$ cat src/rtl/stream_arb2.sv
// Two-channel valid/ready stream arbiter with a registered output slot and round-robin priority.
// Optional packet lock (grant held until last beat) is enabled by defining ARB2_LOCK_EN.
module stream_arb2 #(
    parameter int WIDTH = 8
) (
    input  logic             clk,
    input  logic             rst,
    input  logic [WIDTH-1:0] data_in_0,
    input  logic             valid_in_0,
    output logic             ready_out_0,
    input  logic [WIDTH-1:0] data_in_1,
    input  logic             valid_in_1,
    output logic             ready_out_1,
`ifdef ARB2_LOCK_EN
    input  logic             last_in_0,
    input  logic             last_in_1,
    output logic             last_out,
`endif
    output logic [WIDTH-1:0] data_out,
    output logic             valid_out,
    input  logic             ready_in,
    output logic             sel
);

    logic             prio;
    logic             slot_free;
    logic             grant_valid;
    logic             grant_ch;
    logic             accept;
    logic             acc_ch;
    logic [WIDTH-1:0] acc_data;
    logic             acc_final;

`ifdef ARB2_LOCK_EN
    typedef enum logic [1:0] {
        LOCK_NONE,
        LOCK_CH0,
        LOCK_CH1
    } lock_t;

    lock_t lock_state;
    lock_t lock_next;
    logic  acc_last;

    assign acc_last  = acc_ch ? last_in_1 : last_in_0;
    assign acc_final = acc_last;
`else
    assign acc_final = 1'b1;
`endif

    assign slot_free = ~valid_out | ready_in;

    // An open packet pins the grant to its channel even if the other one is waiting.
    always_comb begin
        grant_valid = 1'b0;
        grant_ch    = 1'b0;
        if (valid_in_0 && valid_in_1) begin
            grant_valid = 1'b1;
            grant_ch    = prio;
        end else if (valid_in_0) begin
            grant_valid = 1'b1;
            grant_ch    = 1'b0;
        end else if (valid_in_1) begin
            grant_valid = 1'b1;
            grant_ch    = 1'b1;
        end
`ifdef ARB2_LOCK_EN
        if (lock_state == LOCK_CH0) begin
            grant_valid = valid_in_0;
            grant_ch    = 1'b0;
        end else if (lock_state == LOCK_CH1) begin
            grant_valid = valid_in_1;
            grant_ch    = 1'b1;
        end
`endif
    end

    // Masked by rst so nothing is reported accepted while the slot is being cleared.
    assign ready_out_0 = ~rst & slot_free & grant_valid & ~grant_ch;
    assign ready_out_1 = ~rst & slot_free & grant_valid &  grant_ch;

    assign accept   = ready_out_0 | ready_out_1;
    assign acc_ch   = ready_out_1;
    assign acc_data = acc_ch ? data_in_1 : data_in_0;

    always_ff @(posedge clk or posedge rst) begin
        if (rst) begin
            data_out  <= '0;
            sel       <= 1'b0;
            valid_out <= 1'b0;
        end else if (accept) begin
            data_out  <= acc_data;
            sel       <= acc_ch;
            valid_out <= 1'b1;
        end else if (ready_in) begin
            valid_out <= 1'b0;
        end
    end

    always_ff @(posedge clk or posedge rst) begin
        if (rst) begin
            prio <= 1'b0;
        end else if (accept && acc_final) begin
            prio <= ~acc_ch;
        end
    end

`ifdef ARB2_LOCK_EN
    always_ff @(posedge clk or posedge rst) begin
        if (rst) begin
            last_out <= 1'b0;
        end else if (accept) begin
            last_out <= acc_last;
        end
    end

    always_ff @(posedge clk or posedge rst) begin
        if (rst) begin
            lock_state <= LOCK_NONE;
        end else begin
            lock_state <= lock_next;
        end
    end

    always_comb begin
        lock_next = lock_state;
        if (accept) begin
            if (acc_last) begin
                lock_next = LOCK_NONE;
            end else begin
                lock_next = acc_ch ? LOCK_CH1 : LOCK_CH0;
            end
        end
    end
`endif

endmodule

$ cat config.mk
export PLATFORM = sky130hd
export DESIGN_NAME = stream_arb2
export DESIGN_NICKNAME = d
export VERILOG_FILES = /design/src/rtl/stream_arb2.sv
export SDC_FILE = /design/constraint.sdc
export NUM_CORES = 1
export LEC_CHECK = 0
export CAP_MARGIN = 20
export CORE_AREA = 10 10 52 54
export CTS_CLUSTER_DIAMETER = 120
export DETAILED_ROUTE_END_ITERATION = 10
export DIE_AREA = 0 0 62 64
export GPL_TIMING_DRIVEN = 0
export HOLD_SLACK_MARGIN = 0.05
export PLACE_DENSITY = 0.81
export SLEW_MARGIN = 15
export SYNTH_ARGS = -nofsm -noshare
export SYNTH_HDL_FRONTEND = slang
export SYNTH_SLANG_ARGS = --single-unit
$ cat constraint.sdc
create_clock -name clk -period 1.55 [get_ports clk]
set_input_delay 0.31 -clock clk [delete_from_list [all_inputs] [get_ports clk]]
set_output_delay 0.31 -clock clk [all_outputs]
set_load 0.03 [all_outputs]
==> results by group <==
Run status
  • Run status: finished clean

Setup path
  • Critical Setup Path Class: flop to output pin
  • CP startpoint kind: flop
  • WP buf/inv: 2
  • Worst path max stage delay: approximately 0.4 ns
  • Crit Path Max Fanout: 4
  • Cells along the critical path: nor2b_4 > buf_8 > nor3_2 > buf_4
  • Critical Path AT: 1.20 ns
  • Worst EP required: between 1 and 1.5 ns
  • CP Capture Type: output pin
  • CP top delay family: flip-flops
  • Slowest stage cell, crit path: dfrtp_1

Layout
  • Antenna diodes: 0
  • Area Growth Syn to Fin: 80.8%
  • Total Nets Final: about 130
  • Layout cell share with drive strength beyond 1: 25.2%
  • Commonest non-fill, non-tap cell in the layout: clkdlybuf4s50_1
  • Commonest non-fill, non-tap cells in the layout: 16 x clkdlybuf4s50_1, 11 x dfrtp_1, 10 x a21oi_1, 10 x dlygate4sd2_1, 10 x buf_4

Pwr
  • P_leak: ~0.46 nW
  • Peak supply drop: around 0.58 mV
  • Cell Pwr Density: 937 mW/mm^2
  • Total power: a little under 1 mW

Yosys
  • Cell area after synthesis: 587 um^2
  • Top cells by area, synth: dfrtp_1 47%, nand3b_1 10%, a21oi_1 8.5%
  • Area share of the largest cell type after synthesis: 46.9%
  • Post-synth top area cell: dfrtp_1
  • #FFs+latches synth: 11
  • Syn Nets: 84
  • Unique masters post-synth: 18
  • Syn. warnings: 0
  • Syn Area/Cell: 9.31 um^2
  • Post-Syn Instances: 63
  • Seq/Total Area, Yosys: a little under half

Die
  • Die extent in x: 62 um
  • Std-Cell Rows: 15
  • # IOs: 33
  • Initial Utilization: 34.4%
  • Die H: roughly 64 um
  • Die Area: 0.00397 mm^2
  • Floorplan core area: between 0.0015 and 0.002 mm^2

Place
  • Port Buf Inserts: 31
  • Routability congestion estimate: between 0.8 and 0.9
  • Half-perimeter wire length after placement: roughly 1400 um

Timing
  • Final period utilization: around 97%
  • Setup TNS: 0 ns
  • Slew Limit Fails: 0
  • Worst Clk Skew: about 0.0023 ns
  • Slew margin rel.: 71.9%
  • Fin crit period: about 1.5 ns
  • Setup violators final: 0
  • F_max: between 0.6 and 0.7 GHz
  • Final Hold Vio Count: 0
  • RSZ-0062 raised after global routing: yes
  • Least-Margin Pin Slew: ~0.42 ns

Detailed routing
  • Initial DRC Count: 9
  • DR vias/cell: about 5
  • Via Count: 660
  • DRC: 0
  • Wire per inst: ~15 um
  • Remaining antenna violation count: 0
  • First-pass iteration count of the detailed router: 4
  • Final wirelength: about 2000 um

Clocking
  • CTS tree: built
  • Clk sink count: 11
  • Root buf cell: clkbuf_4
  • Cts-stage hold buffer count: 0
  • CTS HTree Levels: 1
  • Clock Path Buffers: 2
  • Clock slew at reported path FFs: 0.07 ns
  • TritonCTS Buffers: 3
  • Worst-Skew Late Latency: about 0.27 ns

Global route
  • Vias in the first global route: 640
  • Largest net degree at the start of global routing: 12
  • First-pass GRT wire length: a little under 3000 um
  • GRT Util Overall: just under 10%
  • Initial antenna violation count: 0
  • Global route total overflow: 0

Flow run
  • Max cap viols: 0

Hold path
  • Hold crit path type: input pin to async pin
==> power breakdown <==
group          leakage (nW)  total, mW  switching, mW  internal [mW]
registers             0.124      0.370         0.0306          0.340
clock network        0.0150      0.203          0.103         0.0998
logic                 0.325      0.422          0.229          0.193
==> registers in the layout, indices dropped and copies added (netlist names) <==
register / count
prio: 1
data_out: 8
sel: 1
valid_out: 1
==> routing by layer <==
| metal | vias up | wire [um] | track usage [%] |
|---|---|---|---|
| met5 | - | 0 | 0 |
| met4 | 0 | 43 | 4.75 |
| met3 | 4 | 213 | 3.75 |
| met2 | 44 | 849 | 13.8 |
| met1 | 295 | 857 | 12.1 |
| li1 | 317 | - | - |
==> cell type report <==
type / count / area (um^2)
multi-input cells: 44 / 303
inverters: 3 / 11.3
repair buffers: 40 / 362
fillers: 145 / 647
clock buffers: 4 / 26.3
well taps: 25 / 31.3
flip-flops and latches: 11 / 275
plain buffers: 5 / 52.6
==> through the flow <==
stage | instance area [um^2] | hold WS [ns] | instances | setup WS (ns) | util (%)
after floorplan | 592 | 0.162 | 63 | -0.0257 | -
after global placement | 933 | 0.499 | 119 | -0.931 | 54.7
after detailed placement | 933 | 0.503 | 119 | -0.959 | 54.7
after CTS | 1010 | 0.197 | 127 | -0.000127 | 59.0
after global routing | 1060 | 0.0666 | 132 | -0.0126 | 62.1
final | 1060 | 0.0251 | 132 | 0.0391 | 62.1
==> kinds of logic after synthesis <==
group / synth area share [%]
muxes: 2.56
AOI/OAI and AO/OA: 25.6
and+or+nand+nor: 16.8
DFF: 46.9
buffers and inverters: 8.10
==> worst paths after layout <==
path,start,slack [ns],endpoint,depth (start not counted)
max,prio,0.04,ready_out_1,4
min,rst,0.03,sel,2
max reg2reg,valid_out,0.17,sel,6
min reg2reg,sel,0.51,sel,1
max in group asynchronous,rst,1.23,data_out[7],2
min in group clk,valid_in_1,0.34,data_out[1],3
==> what timing repair did <==
action	4_1_cts	5_1_grt
endpoints found under the setup margin	20	2
pin swaps	2	2
gates resized for setup	34	9
setup buffers	4	5
gates cloned	0	0
hold endpoints to repair	0	0
==> cell usage after synthesis <==
library cell   n
dfrtp_1       11
a21oi_1       10
a31oi_1        8
nand3b_1       8
o21ai_0        8
inv_1          3
buf_6          2
nand2_1        2
nor2_1         2
and2_1         1
buf_2          1
clkbuf_1       1
clkbuf_2       1
mux2_4         1
nand2b_1       1
nor2b_1        1
nor3_1         1
o21ba_1        1
==> worst reg2reg max path, cell delays in order (launching register included) <==
cell	delay [ns]
dfrtp_1	0.39
nand2b_4	0.07
buf_4	0.13
buf_4	0.12
and2_1	0.13
buf_6	0.14
mux2_4	0.29
Power figures use the tool's default switching activity.
